### src/rtl/booth_div_pkg.sv
// booth_div_pkg: shared FSM state type and sizing helper for the signed restoring divider
package booth_div_pkg;
  typedef enum logic [2:0] {IDLE, CHECK, RUN, FIX, DONE} state_t;
  function automatic int cnt_w(input int n);
    return $clog2(n + 1);
  endfunction
endpackage

### src/rtl/booth_divider_div_step.sv
// div_step: one combinational restoring-division step (shift in next dividend bit, trial subtract)
module div_step #(
  parameter int N = 4
) (
  input  logic [N-1:0] r_i,
  input  logic         qmsb_i,
  input  logic [N-1:0] magv_i,
  output logic [N-1:0] r_o,
  output logic         qbit_o
);
  logic [N:0] sh, t;
  // keep the difference when the trial subtraction does not borrow, otherwise restore
  always_comb begin
    sh = {r_i, qmsb_i};
    t = sh - {1'b0, magv_i};
    qbit_o = ~t[N];
    r_o = t[N] ? sh[N-1:0] : t[N-1:0];
  end
endmodule

### src/rtl/booth_divider.sv
// booth_divider: sequential signed restoring divider, 2N-bit dividend by N-bit divisor
module booth_divider
  import booth_div_pkg::*;
#(
  parameter int N = 4
) (
  input  logic           clk,
  input  logic           rst_n,
  input  logic           start,
  input  logic [2*N-1:0] data_D,
  input  logic [N-1:0]   data_V,
  output logic           busy,
  output logic           done,
  output logic [N-1:0]   quot,
  output logic [N-1:0]   rem,
  output logic           dz,
  output logic           ovf
);
  localparam int CW = cnt_w(N);
  localparam logic [N-1:0] HALF = {1'b1, {(N-1){1'b0}}};
  localparam logic [N-1:0] MAXP = {1'b0, {(N-1){1'b1}}};
  state_t state_q, state_d;
  logic [2*N-1:0] d_q, d_d, mag_d;
  logic [N-1:0] v_q, v_d, mag_v, r_q, r_d, qr_q, qr_d, quot_q, quot_d, rem_q, rem_d, step_r;
  logic [CW-1:0] cnt_q, cnt_d;
  logic sd_q, sd_d, sv_q, sv_d, dz_q, dz_d, ovf_q, ovf_d, step_q, qneg;
  assign mag_d = d_q[2*N-1] ? -d_q : d_q;
  assign mag_v = v_q[N-1] ? -v_q : v_q;
  assign qneg = sd_q ^ sv_q;
  div_step #(.N(N)) u_step (
    .r_i(r_q),
    .qmsb_i(qr_q[N-1]),
    .magv_i(mag_v),
    .r_o(step_r),
    .qbit_o(step_q)
  );
  // controller next state plus datapath next values, everything holds by default
  always_comb begin
    state_d = state_q;
    d_d = d_q;
    v_d = v_q;
    sd_d = sd_q;
    sv_d = sv_q;
    r_d = r_q;
    qr_d = qr_q;
    cnt_d = cnt_q;
    quot_d = quot_q;
    rem_d = rem_q;
    dz_d = dz_q;
    ovf_d = ovf_q;
    case (state_q)
      IDLE: if (start) begin
        d_d = data_D;
        v_d = data_V;
        sd_d = data_D[2*N-1];
        sv_d = data_V[N-1];
        dz_d = 1'b0;
        ovf_d = 1'b0;
        state_d = CHECK;
      end
      CHECK: begin
        if (v_q == '0) begin
          dz_d = 1'b1;
          quot_d = '0;
          rem_d = '0;
          state_d = DONE;
        end else if (mag_d[2*N-1:N] >= mag_v) begin
          ovf_d = 1'b1;
          quot_d = '0;
          rem_d = '0;
          state_d = DONE;
        end else begin
          r_d = mag_d[2*N-1:N];
          qr_d = mag_d[N-1:0];
          cnt_d = CW'(N);
          state_d = RUN;
        end
      end
      RUN: begin
        r_d = step_r;
        qr_d = {qr_q[N-2:0], step_q};
        cnt_d = cnt_q - CW'(1);
        state_d = (cnt_q == CW'(1)) ? FIX : RUN;
      end
      FIX: begin
        if (qneg ? (qr_q > HALF) : (qr_q > MAXP)) begin
          ovf_d = 1'b1;
          quot_d = '0;
          rem_d = '0;
        end else begin
          quot_d = qneg ? -qr_q : qr_q;
          rem_d = sd_q ? -r_q : r_q;
        end
        state_d = DONE;
      end
      DONE: state_d = IDLE;
      default: state_d = IDLE;
    endcase
  end
  // state and datapath registers, cleared asynchronously so no partial result survives reset
  always_ff @(posedge clk or negedge rst_n) begin
    if (!rst_n) begin
      state_q <= IDLE;
      d_q <= '0;
      v_q <= '0;
      sd_q <= 1'b0;
      sv_q <= 1'b0;
      r_q <= '0;
      qr_q <= '0;
      cnt_q <= '0;
      quot_q <= '0;
      rem_q <= '0;
      dz_q <= 1'b0;
      ovf_q <= 1'b0;
    end else begin
      state_q <= state_d;
      d_q <= d_d;
      v_q <= v_d;
      sd_q <= sd_d;
      sv_q <= sv_d;
      r_q <= r_d;
      qr_q <= qr_d;
      cnt_q <= cnt_d;
      quot_q <= quot_d;
      rem_q <= rem_d;
      dz_q <= dz_d;
      ovf_q <= ovf_d;
    end
  end
  assign busy = (state_q == CHECK) || (state_q == RUN) || (state_q == FIX);
  assign done = (state_q == DONE);
  assign quot = quot_q;
  assign rem = rem_q;
  assign dz = dz_q;
  assign ovf = ovf_q;
endmodule

### config.mk
export PLATFORM = sky130hd
export DESIGN_NAME = booth_divider
export DESIGN_NICKNAME = d
export VERILOG_FILES = /design/src/rtl/booth_div_pkg.sv /design/src/rtl/booth_divider_div_step.sv /design/src/rtl/booth_divider.sv
export SDC_FILE = /design/constraint.sdc
export NUM_CORES = 1
export LEC_CHECK = 0
export CAP_MARGIN = 20
export CORE_MARGIN = 5
export CORE_UTILIZATION = 25
export CTS_CLUSTER_DIAMETER = 30
export CTS_CLUSTER_SIZE = 25
export DETAILED_ROUTE_END_ITERATION = 7
export PLACE_DENSITY_LB_ADDON = 0.25
export SETUP_SLACK_MARGIN = 0.15
export SLEW_MARGIN = 5
export SYNTH_ARGS = -nofsm -noshare
export SYNTH_HDL_FRONTEND = slang
export SYNTH_SLANG_ARGS = --single-unit
export TNS_END_PERCENT = 10
### constraint.sdc
create_clock -name clk -period 3.8 [get_ports clk]
set_clock_uncertainty 0.1 [all_clocks]
set_input_delay 0.57 -clock clk [delete_from_list [all_inputs] [get_ports clk]]
set_output_delay 0.57 -clock clk [all_outputs]
set_load 0.005 [all_outputs]
## After elaboration in Yosys (flattened, before gate mapping)

Index checks and enable logic that the tools add are counted.

| storage, ports and cells | value |
|---|---|
| input port bits | 15 |
| output and inout bits | 12 |
| register bits | 38 |

| operators by class | value |
|---|---|
| add/sub/neg operators | 6 |
| reduce and logical (&&, ||, !) cells | 13 |
| $lt $le $gt $ge | 3 |
| muxes and demuxes | 33 |
| bitwise operators | 2 |
| equality and inequality tests | 12 |

Operators by type and width:

| kind | number |
|---|---|
| 2-to-1 mux 4 bit | 12 |
| case mux 4 bit (2 select lines) | 4 |
| 2-to-1 mux 3 bit | 5 |
| != test 2 bit, second input constant | 6 |
| negator 4 bit | 3 |
| case mux 3 bit (4 select lines) | 1 |
| 2-to-1 mux 8 bit | 1 |
| negator 8 bit | 1 |
| 2-to-1 mux 1 bit | 7 |
| equality test 3 x 1 -> 1 bit, second input constant | 2 |
| equality test 3 x 2 -> 1 bit, second input constant | 2 |
| case mux 3 bit (2 select lines) | 1 |
| AND reduction 3 bit | 2 |
| nonzero test 2 bit | 3 |
| AND reduction 5 bit | 1 |
| subtractor 5 x 4 -> 5 bit | 1 |
| greater-or-equal comparator 4 bit | 1 |
| > comparator 4 x 3 -> 1 bit, second input constant | 1 |
| > comparator 4 bit, second input constant | 1 |
| zero test 4 bit | 1 |
| AND reduction 2 bit | 2 |
| equality test 3 bit, second input constant | 1 |
| zero test 3 bit | 1 |
| != test 3 bit, second input constant | 1 |
| other kinds (7) | 8 |

## Depth between registers and ports, before layout

Gate-level depths: netlist of run 1.

| logic depth | value |
|---|---|
| word-level depth | 6 |
| gate-level depth with buffers | 12 |
| gate-level depth less buffers | 11 |

## By module

From an unflattened synthesis of run 1, not the netlist that was laid out.

| unflattened totals | value |
|---|---|
| cells, all modules | 204 |
| area total of the unflattened synthesis | 2127.0 um^2 |

Modules (own cells, without submodules):

| module | seq. area each (um^2) | cells each | area an instance (um^2) | instances |
|---|---|---|---|---|
| booth_divider | 900.9 | 180 | 1925.6 | 1 |
| div_step | 0.0 | 24 | 201.4 | 1 |

## Worst setup path after synthesis of run 1

OpenSTA, ideal clock, no wires.

| timing path | value |
|---|---|
| path type | register to register |
| from | register d_q[1] |
| to | register r_q[0] |
| setup slack | 1.143 ns |
| data arrival time | 2.431 ns |
| cell stages (with the launch flop) | 9 |
| path buffers | 0 |
| period minus slack after synthesis | 2.657 ns |
| data required time | 3.574 ns |
| cell sequence | dfrtp_1 or2_2 o41ai_1 xnor2_1 ha_1 o211ai_1 o21ai_2 or4_4 a221o_1 |

| between the ends | value |
|---|---|
| word-level cells in the longest chain between the ends | 5 |

RTL lines:

| element | RTL line | RTL |
|---|---|---|
| from (decl) | booth_divider.sv:23 | `logic [2*N-1:0] d_q, d_d, mag_d;` |
| from (signal assigned) | booth_divider.sv:104 | `d_q <= '0;` |
| from (signal assigned) | booth_divider.sv:117 | `d_q <= d_d;` |
| negator 8 bit (*) | booth_divider.sv:27 | `assign mag_d = d_q[2*N-1] ? -d_q : d_q;` |
| 2-to-1 mux 8 bit (*) | booth_divider.sv:27 |  |
| greater-or-equal comparator 4 bit / 2-to-1 mux 4 bit (equally long branches) | booth_divider.sv:67 | `end else if (mag_d[2*N-1:N] >= mag_v) begin` |
| != test 2 bit (no line) / 2-to-1 mux 4 bit (equally long branches) | - |  |
| AND reduction 3 bit (no line) / case mux 4 bit (2 select lines) (equally long branches) | - |  |
| to (signal assigned) | booth_divider.sv:121 | `r_q <= r_d;` |
| to (decl) | booth_divider.sv:24 | `logic [N-1:0] v_q, v_d, mag_v, r_q, r_d, qr_q, qr_d, quot_q, quot_d, rem_q, rem_d, step_r;` |

Mark *: on every way between the ends. The rest lies on a longest branch, timed or not. The select of a mux whose other input is x is not followed.
A chain may end at the register's enable or synchronous reset.

## Worst setup path after layout of run 1

| timing path | value |
|---|---|
| from | register d_q[0] |
| to | register r_q[0] |

Same word-level chain as after synthesis.

==> results of run 1 <==
layout make-up:
class | count | area (µm²) | area share [%]
Clock inverter | 2 | 35.03 | 1.346
Tap cell | 105 | 131.4 | 5.046
Timing Repair Buffer | 26 | 255.2 | 9.803
Sequential cell | 36 | 900.9 | 34.60
Multi-Input combinational cell | 151 | 1149 | 44.11
Clock buffer | 6 | 72.57 | 2.787
Inverter | 16 | 60.06 | 2.307
cells in the mapped netlist, types with 2 or more instances:
| library cell | n | area share, % |
|---|---|---|
| a21boi_0 | 2 | 0.70 |
| inv_1 | 16 | 2.8 |
| nand2b_1 | 2 | 0.58 |
| xor2_1 | 3 | 1.2 |
| o21ai_0 | 18 | 4.2 |
| nand3_1 | 6 | 1.4 |
| o211ai_1 | 4 | 1.4 |
| nor2b_1 | 4 | 1.2 |
| xnor2_1 | 10 | 4.1 |
| mux2i_1 | 8 | 3.7 |
| buf_2 | 4 | 0.93 |
| o31ai_1 | 2 | 0.70 |
| mux2_2 | 9 | 4.7 |
| nor3b_2 | 2 | 1.2 |
| dfrtp_1 | 36 | 42 |
| a21oi_1 | 3 | 0.70 |
| nand2_1 | 24 | 4.2 |
| ha_1 | 14 | 8.2 |
| nor3_1 | 3 | 0.70 |
| and2_1 | 2 | 0.58 |
| nor2_1 | 10 | 1.7 |
power by group through the flow:
stage          Sequential, W  Clock [W]  Combinational [W]
2_1_floorplan       0.000689          0            0.00119
3_3_place_gp        0.000759          0            0.00148
3_5_place_dp        0.000763          0            0.00150
4_1_cts             0.000756   0.000352            0.00151
5_1_grt             0.000789   0.000365            0.00167
6_report            0.000753   0.000341            0.00148
cell families (layout without fill, tap and decap cells):
kind of cell,after synthesis,after routing,synth area share (%)
AND/OR/NAND/NOR,65,65,17.41
flip-flops,36,36,41.93
adder cells (fa/ha/maj),15,15,9.086
buffers and inverters,23,50,4.601
multiplexers,17,17,8.445
AO/OA/AOI/OAI,40,40,12.46
XOR/XNOR,14,14,6.057
stage by stage:
step / instance area (µm²) / instances / util (%)
floorplan: 2148 / 210 / -
global placement: 2496 / 334 / 30.08
detailed placement: 2496 / 334 / 30.08
CTS: 2604 / 342 / 31.37
global route: 2604 / 342 / 31.37
finish: 2604 / 342 / 31.37
state kept, by name (all words and copies together) (netlist names):
signal / flops
d_q: 8
qr_q: 4
quot: 4
r_q: 4
rem: 4
v_q: 4
cnt_q: 3
state_q: 3
dz: 1
ovf: 1
worst max-delay path: stages, from the launching register on:
cell,delay (ns)
dfrtp_1,0.40
or2_2,0.30
o41ai_1,0.33
xnor2_1,0.22
ha_1,0.28
o211ai_1,0.20
o21ai_2,0.14
or4_4,0.52
a221o_1,0.35
worst paths after layout:
path                               startpoint            endpoint  slack (ns)  depth (start not counted)
max                        d_q[0]$_DFFE_PN0P_  r_q[0]$_DFFE_PN0P_        0.84                          8
min                                     rst_n  rem[2]$_DFFE_PN0P_        0.28                          1
max reg2reg                d_q[0]$_DFFE_PN0P_  r_q[0]$_DFFE_PN0P_        0.84                          8
min reg2reg                rem[0]$_DFFE_PN0P_  rem[0]$_DFFE_PN0P_        0.38                          2
max in group asynchronous               rst_n  d_q[0]$_DFFE_PN0P_        2.80                          1
min in group clk           rem[0]$_DFFE_PN0P_  rem[0]$_DFFE_PN0P_        0.38                          2
layer usage:
metal,part of all wire (%),GRT usage (%)
met4,0.64,3.027
met1,52,13.89
met5,0,0
met2,42,13.06
met3,4.9,2.706
==> reports/results.tsv, run 1 <==
stage	metric	value	unit
status	outcome	completed	
power	cell area power density	989.0	nW/µm²
power	clock share of power	13.2	%
floorplanning	# rows	33	
layout	# diodes	0	
drt	Initial DRC Count	40	
floorplanning	initial core utilization	25.89	%
timing	fin worst setup slack	0.8449	ns
floorplanning	die width	102.7	µm
clocking	hold_buf cts	0	
drt	Via Count	1528	
drt	Final Routed Wirelength	4563	µm
placement	GPL Wtd Cong	0.7867	
synthesis	Mean Syn Cell Area	10.23	µm²
critical_path	WP data required	3.88	ns
floorplanning	die area	10550	µm²
clocking	TritonCTS clock tree	built	
drt	vias per std cell	4.468	
power	combinational share of power	57.5	%
timing	final slew viol count	0	
power	internal power	0.001468	W
clocking	Bufs on Longest Clock Path	2	
power	leak pwr	1.100	nW
hold_path	worst hold path class	primary input to async pin	
timing	Final setup viols	0	
power	sw frac	43.01	%
clocking	Clk pin slew, worst setup/hold paths	0.08	ns
layout	fin nets	266	
clocking	worst-skew pair later-pin latency	0.29	ns
synthesis	Distinct cells, synth	49	
synthesis	Synth Instances	210	
timing	final setup TNS	0	ns
critical_path	Crit. End Element	flop	
critical_path	CP Data Arrival Time	3.03	ns
layout	commonest non-fill, non-tap cell in the layout	dfrtp_1	
timing	Fin. Hold Viols	0	
timing	Slew headroom	44.25	%
layout	commonest cells after routing, fill and taps aside	dfrtp_1 (36), clkdlybuf4s50_1 (25), nand2_1 (24), o21ai_0 (18), inv_1 (16)	
global_route	vias in the first global route	1497	
layout	Fill cells	852	
power	Psw	0.001107	W
synthesis	ys flop type	dfrtp_1	
global_route	largest net degree at the start of global routing	37	
floorplanning	I/O pin cnt	27	
timing	final worst-path cycle share	77.77	%
timing	clock period minus worst slack	2.955	ns
floorplanning	Die Y	102.7	µm
drt	TritonRoute pass-1 iters	4	
global_route	GR Util All Layers	9.400	%
drt	Post-route DRC	0	
synthesis	sequential share of the synthesized area	41.93	%
power	part of the power in registers	29.2	%
global_route	initial antenna violation count	0	
clocking	Post-CTS Setup Bufs	0	
synthesis	register bit total from synthesis	36	
synthesis	mapped cell area	2148	µm²
power	Tot Pwr	0.002575	W
synthesis	Syn. warnings	0	
timing	highest clock rate	0.3384	GHz
timing	Tightest Pin Transition	0.8362	ns
synthesis	synthesized net count	240	
layout	P&R area growth vs syn	21.20	%
clocking	Root Buffer	clkbuf_8	
global_route	global-route wire length before repair	7548	µm
timing	worst hold slack	0.2754	ns
placement	port bufs	26	
placement	DP Worst Slack	0.8237	ns
synthesis	Async SR Flop Fraction	100.0	%
clocking	Num CTS Buffers	5	
critical_path	CP max FO	12	
flow_run	max cap viols	0	
placement	Final HPWL DP	3573	µm
critical_path	WS Path Type	flop to flop	
drt	antenna violation net count after detailed routing	0	
drt	Avg WL per Cell	13.34	µm
clocking	Post-CTS Resized	0	
power	peak supply drop	0.3019	mV
floorplanning	CORE AREA	8299	µm²
timing	RSZ-0062 raised after global routing	no	
layout	layout cells sized above 1	13.08	%
critical_path	CP Launch Type	flop	
global_route	Congestion Overflow GR	0	
clocking	Num Clock Sinks	36	
clocking	H-tree depth	2	
synthesis	EDFF count, synth	0	
Note: power is estimated with default switching activity, not from simulation.
==> inputs of run 2 (changes only) <==
Clock period 3.8 ns to 2.5 ns, I/O delays scaled along.
==> run 2 against run 1 <==
  * The run now ends with setup timing left
  * Sequential share of layout area is 5.2 points lower
  * Maximum frequency is 7.7% higher
  * Hold slack worse by 0.24 ns
  * Clock power is 48% higher
  * Critical path depth stayed put
  * Global-route usage is 0.74 points higher
  * Sequential power is 49% higher
  * Final cell count is 13% higher
  * Routed wire length is 9.9% higher
  * Register-to-register slack worse by 1.1 ns
  * Design area is 18% higher
  * Highest routed layer unchanged
==> reports/results.tsv, run 2 (same netlist as run 1, synthesis figures left out) <==
stage	metric	value	unit
status	outcome	complete, but fails checks	
status	failing checks	setup timing	
timing	RSZ-0062 raised after global routing	yes	
critical_path	CP Launch Type	flop	
drt	antenna violation net count after detailed routing	0	
drt	Via Count	1752	
drt	Post-route DRC	0	
timing	highest clock rate	0.3645	GHz
hold_path	worst hold path class	primary input to async pin	
drt	vias per std cell	4.551	
layout	fin nets	309	
critical_path	WS Path Type	flop to flop	
global_route	Congestion Overflow GR	0	
global_route	GR Util All Layers	10.14	%
global_route	largest net degree at the start of global routing	37	
floorplanning	initial core utilization	25.89	%
layout	Final Core Density	36.98	%
critical_path	WP data required	2.57	ns
global_route	initial antenna violation count	0	
layout	largest register by flop count	d_q	
placement	Placed Instance Area	2848	µm²
layout	max FFs per register	8	
flow_run	max cap viols	0	
drt	Final Routed Wirelength	5014	µm
layout	commonest cells after routing, fill and taps aside	buf_4 (41), dfrtp_1 (35), clkdlybuf4s50_1 (25), nand2_1 (24)	
clocking	Num CTS Buffers	5	
clocking	Num Clock Sinks	36	
floorplanning	# rows	33	
timing	final worst-path cycle share	109.7	%
clocking	TritonCTS clock tree	built	
layout	final instance area	3069	µm²
placement	DP Worst Slack	-0.2744	ns
timing	Tightest Pin Transition	0.6687	ns
clocking	H-tree depth	2	
layout	# diodes	0	
layout	fin cells	385	
layout	commonest non-fill, non-tap cell in the layout	buf_4	
placement	GPL Wtd Cong	0.7817	
clocking	hold_buf cts	0	
clocking	Root Buffer	clkbuf_8	
floorplanning	die area	10550	µm²
timing	final slew viol count	0	
critical_path	Crit. End Element	flop	
timing	fin worst setup slack	-0.2436	ns
layout	Fill cells	853	
placement	Placed Cells	371	
drt	Initial DRC Count	60	
power	peak supply drop	0.5264	mV
critical_path	CP max FO	5	
timing	clock period minus worst slack	2.744	ns
floorplanning	Die Y	102.7	µm
floorplanning	die width	102.7	µm
floorplanning	I/O pin cnt	27	
drt	TritonRoute pass-1 iters	4	
placement	Final HPWL DP	3868	µm
drt	Avg WL per Cell	13.02	µm
global_route	global-route wire length before repair	8542	µm
power	Tot Pwr	0.004979	W
floorplanning	CORE AREA	8299	µm²
timing	Final setup viols	11	
clocking	Bufs on Longest Clock Path	2	
layout	layout cells sized above 1	32.50	%
clocking	worst-skew pair later-pin latency	0.29	ns
timing	Slew headroom	55.22	%
timing	Fin. Hold Viols	0	
power	cell area power density	1622	nW/µm²
clocking	Clk pin slew, worst setup/hold paths	0.07	ns
layout	P&R area growth vs syn	42.87	%
power	leak pwr	1.341	nW
global_route	vias in the first global route	1774	
placement	port bufs	26	
critical_path	CP Data Arrival Time	2.81	ns
==> run 2: changes by cell type in the layout (fill, tap and decap cells not counted), moves of 2 or more <==
cell / before / now
buf_4: 0 / 41
o21ai_0: 18 / 14
o21ai_1: 0 / 3
ha_1: 14 / 12
ha_4: 0 / 2
inv_1: 16 / 14
inv_2: 0 / 2
nor2_1: 10 / 8
nor2_2: 0 / 2
==> run 2: routing by layer <==
layer | track usage [%] | share of wire, % | up-vias
met5 | 0 | 0 | -
met4 | 2.422 | 0.68 | 0
met2 | 15.89 | 47 | 26
met3 | 2.571 | 4.2 | 5
met1 | 14.05 | 48 | 847
li1 | - | - | 874
==> run 2: worst paths after layout <==
check                      slack (ns)                 from                  end  depth (start not counted)
max in group asynchronous        1.90                rst_n   d_q[4]$_DFFE_PN0P_                          2
setup reg to reg                -0.24   d_q[1]$_DFFE_PN0P_   r_q[0]$_DFFE_PN0P_                          8
hold / removal                   0.03                rst_n   rem[2]$_DFFE_PN0P_                          2
setup / recovery                -0.24   d_q[1]$_DFFE_PN0P_   r_q[0]$_DFFE_PN0P_                          8
hold reg to reg                  0.38  quot[3]$_DFFE_PN0P_  quot[3]$_DFFE_PN0P_                          2
min in group clk                 0.38  quot[3]$_DFFE_PN0P_  quot[3]$_DFFE_PN0P_                          2
==> run 2: timing repair <==
| item | in CTS | in global routing |
|---|---|---|
| gates cloned | 0 | 1 |
| hold endpoints to repair | 0 | 0 |
| resized for setup | 9 | 11 |
| pin swaps | 3 | 6 |
| setup endpoints to repair | 22 | 22 |
| buffers inserted | 2 | 3 |
==> run 2: power breakdown <==
group | switching [W] | internal, W | total, W | leakage, nW
logic | 0.00152 | 0.00183 | 0.00335 | 0.835
clock network | 0.000207 | 0.000296 | 0.000503 | 0.0552
registers | 0.000277 | 0.000845 | 0.00112 | 0.451
==> run 2: final cells by class <==
type                       count  area [µm²]  share of cell area (%)
tap                          105       131.4                   4.280
sequential                    36       902.1                   29.39
multi-input combinational    152        1294                   42.15
clock buffer                   6       72.57                   2.364
timing repair buffer          68       574.3                   18.71
clock inverter                 2       35.03                   1.141
inverter                      16       60.06                   1.957
==> run 2: per-stage QoR <==
stage	hold slack [ns]	setup TNS (ns)
global route	0.08102	-3.742
finish	0.03461	-1.354
detailed placement	0.3593	-1.826
floorplan	-0.02059	-0.1348
global placement	0.3630	-1.212
CTS	0.05015	-1.464
==> run 2: worst max-delay path, stage by stage, from the launching register on <==
cell and delay (ns):
dfrtp_1 0.41, or2_4 0.29, o41ai_4 0.26, xnor2_2 0.16
ha_1 0.25, o211ai_1 0.19, o21ai_2 0.11, or4_4 0.53
a221o_1 0.34
==> inputs of run 3 (changes only) <==
Settings changed: ABC_AREA from default to 1, CORE_UTILIZATION 25 to 50.
==> run 3 against run 2 <==
  * The run now ends clean
  * Sequential share of layout area is 0.71 points higher
  * Critical path type unchanged
  * Die area is 43% lower
  * Setup slack better by 0.35 ns
==> reports/results.tsv, run 3 <==
stage	metric	value	unit
timing	Tightest Pin Transition	0.8234	ns
timing	Final setup viols	0	
flow_run	max cap viols	0	
clocking	Clk pin slew, worst setup/hold paths	0.08	ns
layout	layout cells sized above 1	23.96	%
critical_path	WP data required	2.62	ns
layout	P&R area growth vs syn	31.21	%
timing	final slew viol count	0	
critical_path	CP Launch Type	flop	
layout	final instance area	2993	µm²
clocking	H-tree depth	2	
drt	metal3 WL	257	µm
clocking	Num CTS Buffers	5	
layout	commonest cells after routing, fill and taps aside	nand2_1 (68), dfrtp_1 (36), inv_1 (29), nand3_1 (27), o21ai_0 (26)	
synthesis	Distinct cells, synth	32	
critical_path	CP Data Arrival Time	2.51	ns
drt	Via Count	2100	
layout	largest register by flop count	d_q	
floorplanning	CORE AREA	4384	µm²
global_route	initial antenna violation count	0	
drt	Final Routed Wirelength	5642	µm
status	outcome	completed	
floorplanning	I/O pin cnt	27	
layout	commonest non-fill, non-tap cell in the layout	nand2_1	
clocking	TritonCTS clock tree	built	
layout	# diodes	0	
synthesis	post-synth top area share	39.50	%
synthesis	Syn. warnings	0	
critical_path	CP max FO	5	
layout	max FFs per register	8	
global_route	vias in the first global route	1981	
synthesis	EDFF count, synth	0	
drt	vias per std cell	5.385	
drt	antenna violation net count after detailed routing	0	
drt	Avg WL per Cell	14.47	µm
floorplanning	Die Y	77.54	µm
timing	worst hold slack	0.08024	ns
timing	fin worst setup slack	0.1103	ns
synthesis	synthesized net count	325	
placement	Placed Instance Area	2562	µm²
drt	Metal-1 WL	2382	µm
placement	GPL Wtd Cong	0.8632	
critical_path	WS Path Type	flop to flop	
synthesis	Mean Syn Cell Area	7.732	µm²
synthesis	most frequent cell after synthesis	nand2_1	
hold_path	worst hold path class	primary input to async pin	
floorplanning	initial core utilization	52.03	%
timing	RSZ-0062 raised after global routing	yes	
placement	port bufs	26	
layout	Fill cells	366	
synthesis	ys flop type	dfrtp_1	
clocking	hold_buf cts	0	
synthesis	register bit total from synthesis	36	
layout	fin nets	367	
global_route	Congestion Overflow GR	0	
timing	highest clock rate	0.4185	GHz
floorplanning	die area	6012	µm²
timing	Fin. Hold Viols	0	
drt	TritonRoute pass-1 iters	4	
drt	WL met2	2893	µm
synthesis	area leader, netlist	dfrtp_1	
critical_path	Crit. End Element	flop	
synthesis	mapped cell area	2281	µm²
placement	DP Worst Slack	-0.1074	ns
synthesis	Async SR Flop Fraction	100.0	%
global_route	largest net degree at the start of global routing	37	
clocking	Num Clock Sinks	36	
floorplanning	# rows	24	
timing	clock period minus worst slack	2.390	ns
clocking	Root Buffer	clkbuf_8	
placement	Final HPWL DP	3579	µm
synthesis	synth top area cells	dfrtp_1 (39%), nand2_1 (13%), ha_1 (7.7%)	
drt	highest routed metal layer	met4	
drt	Post-route DRC	0	
floorplanning	die width	77.54	µm
synthesis	Synth Instances	295	
global_route	GR Util All Layers	17.66	%
global_route	global-route wire length before repair	8756	µm
synthesis	Commonest cells post-synth	nand2_1 (79), dfrtp_1 (36), inv_1 (35)	
synthesis	sequential share of the synthesized area	39.50	%
critical_path	reg2reg path depth	15	
timing	final worst-path cycle share	95.59	%
timing	Slew headroom	45.11	%
clocking	worst-skew pair later-pin latency	0.29	ns
drt	Initial DRC Count	129	
clocking	Bufs on Longest Clock Path	2	
## run 3: changes by cell type in the layout (fill, tap and decap cells not counted), moves of 9 or more
cell     change
nand2_1     +44
buf_4       -27
nand3_1     +22
inv_1       +15
nand2_2     +12
o21ai_0     +12
inv_2        +9
## run 3: cells by family (layout without fill, tap and decap cells)
group                    Yosys count  in the layout  share of synthesized area (%)
AND/OR/NAND/NOR                  142            144                          28.58
flip-flops                        36             36                          39.50
XOR/XNOR                           6              6                          2.304
adder cells (fa/ha/maj)           15             15                          8.557
AO/OA/AOI/OAI                     49             49                          11.85
buffers and inverters             47             88                          9.216
## run 3: timing repair
action / CTS / global route
cloned: 1 / 1
gates resized for setup: 18 / 32
endpoints found under the hold margin: 0 / 0
setup buffers: 3 / 9
endpoints found under the setup margin: 17 / 20
pin swaps: 6 / 17
## run 3: layout make-up
type / instances / area [µm²] / area share, %
Multi-Input combinational cell: 214 / 1409 / 47.07
Inverter: 40 / 150.1 / 5.017
Timing Repair Buffer: 40 / 360.3 / 12.04
Sequential cell: 36 / 900.9 / 30.10
Clock buffer: 6 / 72.57 / 2.425
Tap cell: 52 / 65.06 / 2.174
Clock inverter: 2 / 35.03 / 1.171
## run 3: routing by layer
metal | vias up | global-route usage (%)
met4 | 0 | 5.326
li1 | 1050 | -
met2 | 52 | 30.30
met1 | 987 | 22.23
met3 | 11 | 3.819
met5 | - | 0
## run 3: worst paths after layout
path / to / from / slack [ns]
min: ovf$_DFFE_PN0P_ / rst_n / 0.08
max reg2reg: r_q[2]$_DFFE_PN0P_ / v_q[1]$_DFFE_PN0P_ / 0.11
max in group asynchronous: qr_q[1]$_DFFE_PN0P_ / rst_n / 1.70
min in group clk: quot[1]$_DFFE_PN0P_ / quot[1]$_DFFE_PN0P_ / 0.38
max: r_q[2]$_DFFE_PN0P_ / v_q[1]$_DFFE_PN0P_ / 0.11
min reg2reg: quot[1]$_DFFE_PN0P_ / quot[1]$_DFFE_PN0P_ / 0.38
## run 3: worst max-delay path, stage by stage, from the launching register on
cell	delay, ns
dfrtp_1	0.40
inv_2	0.09
ha_4	0.20
or2_4	0.23
o21ai_4	0.10
inv_2	0.07
fa_2	0.38
inv_2	0.08
nand3_4	0.10
nand2_4	0.10
nand2_4	0.08
nand2_4	0.10
nand2_2	0.06
nand3_2	0.06
o21ai_1	0.07
nor2_1	0.10
## run 3: through the flow
step           TNS (ns)  std cells  utilization (%)
2_1_floorplan         0        295                -
3_3_place_gp    -0.2397        368            58.45
3_5_place_dp    -0.3174        368            58.45
4_1_cts               0        380            63.01
5_1_grt               0        390            68.26
6_report              0        390            68.26
Power of run 3 is not shown: default switching activity piles up to over one toggle a cycle in this logic, so the estimate is an artifact.
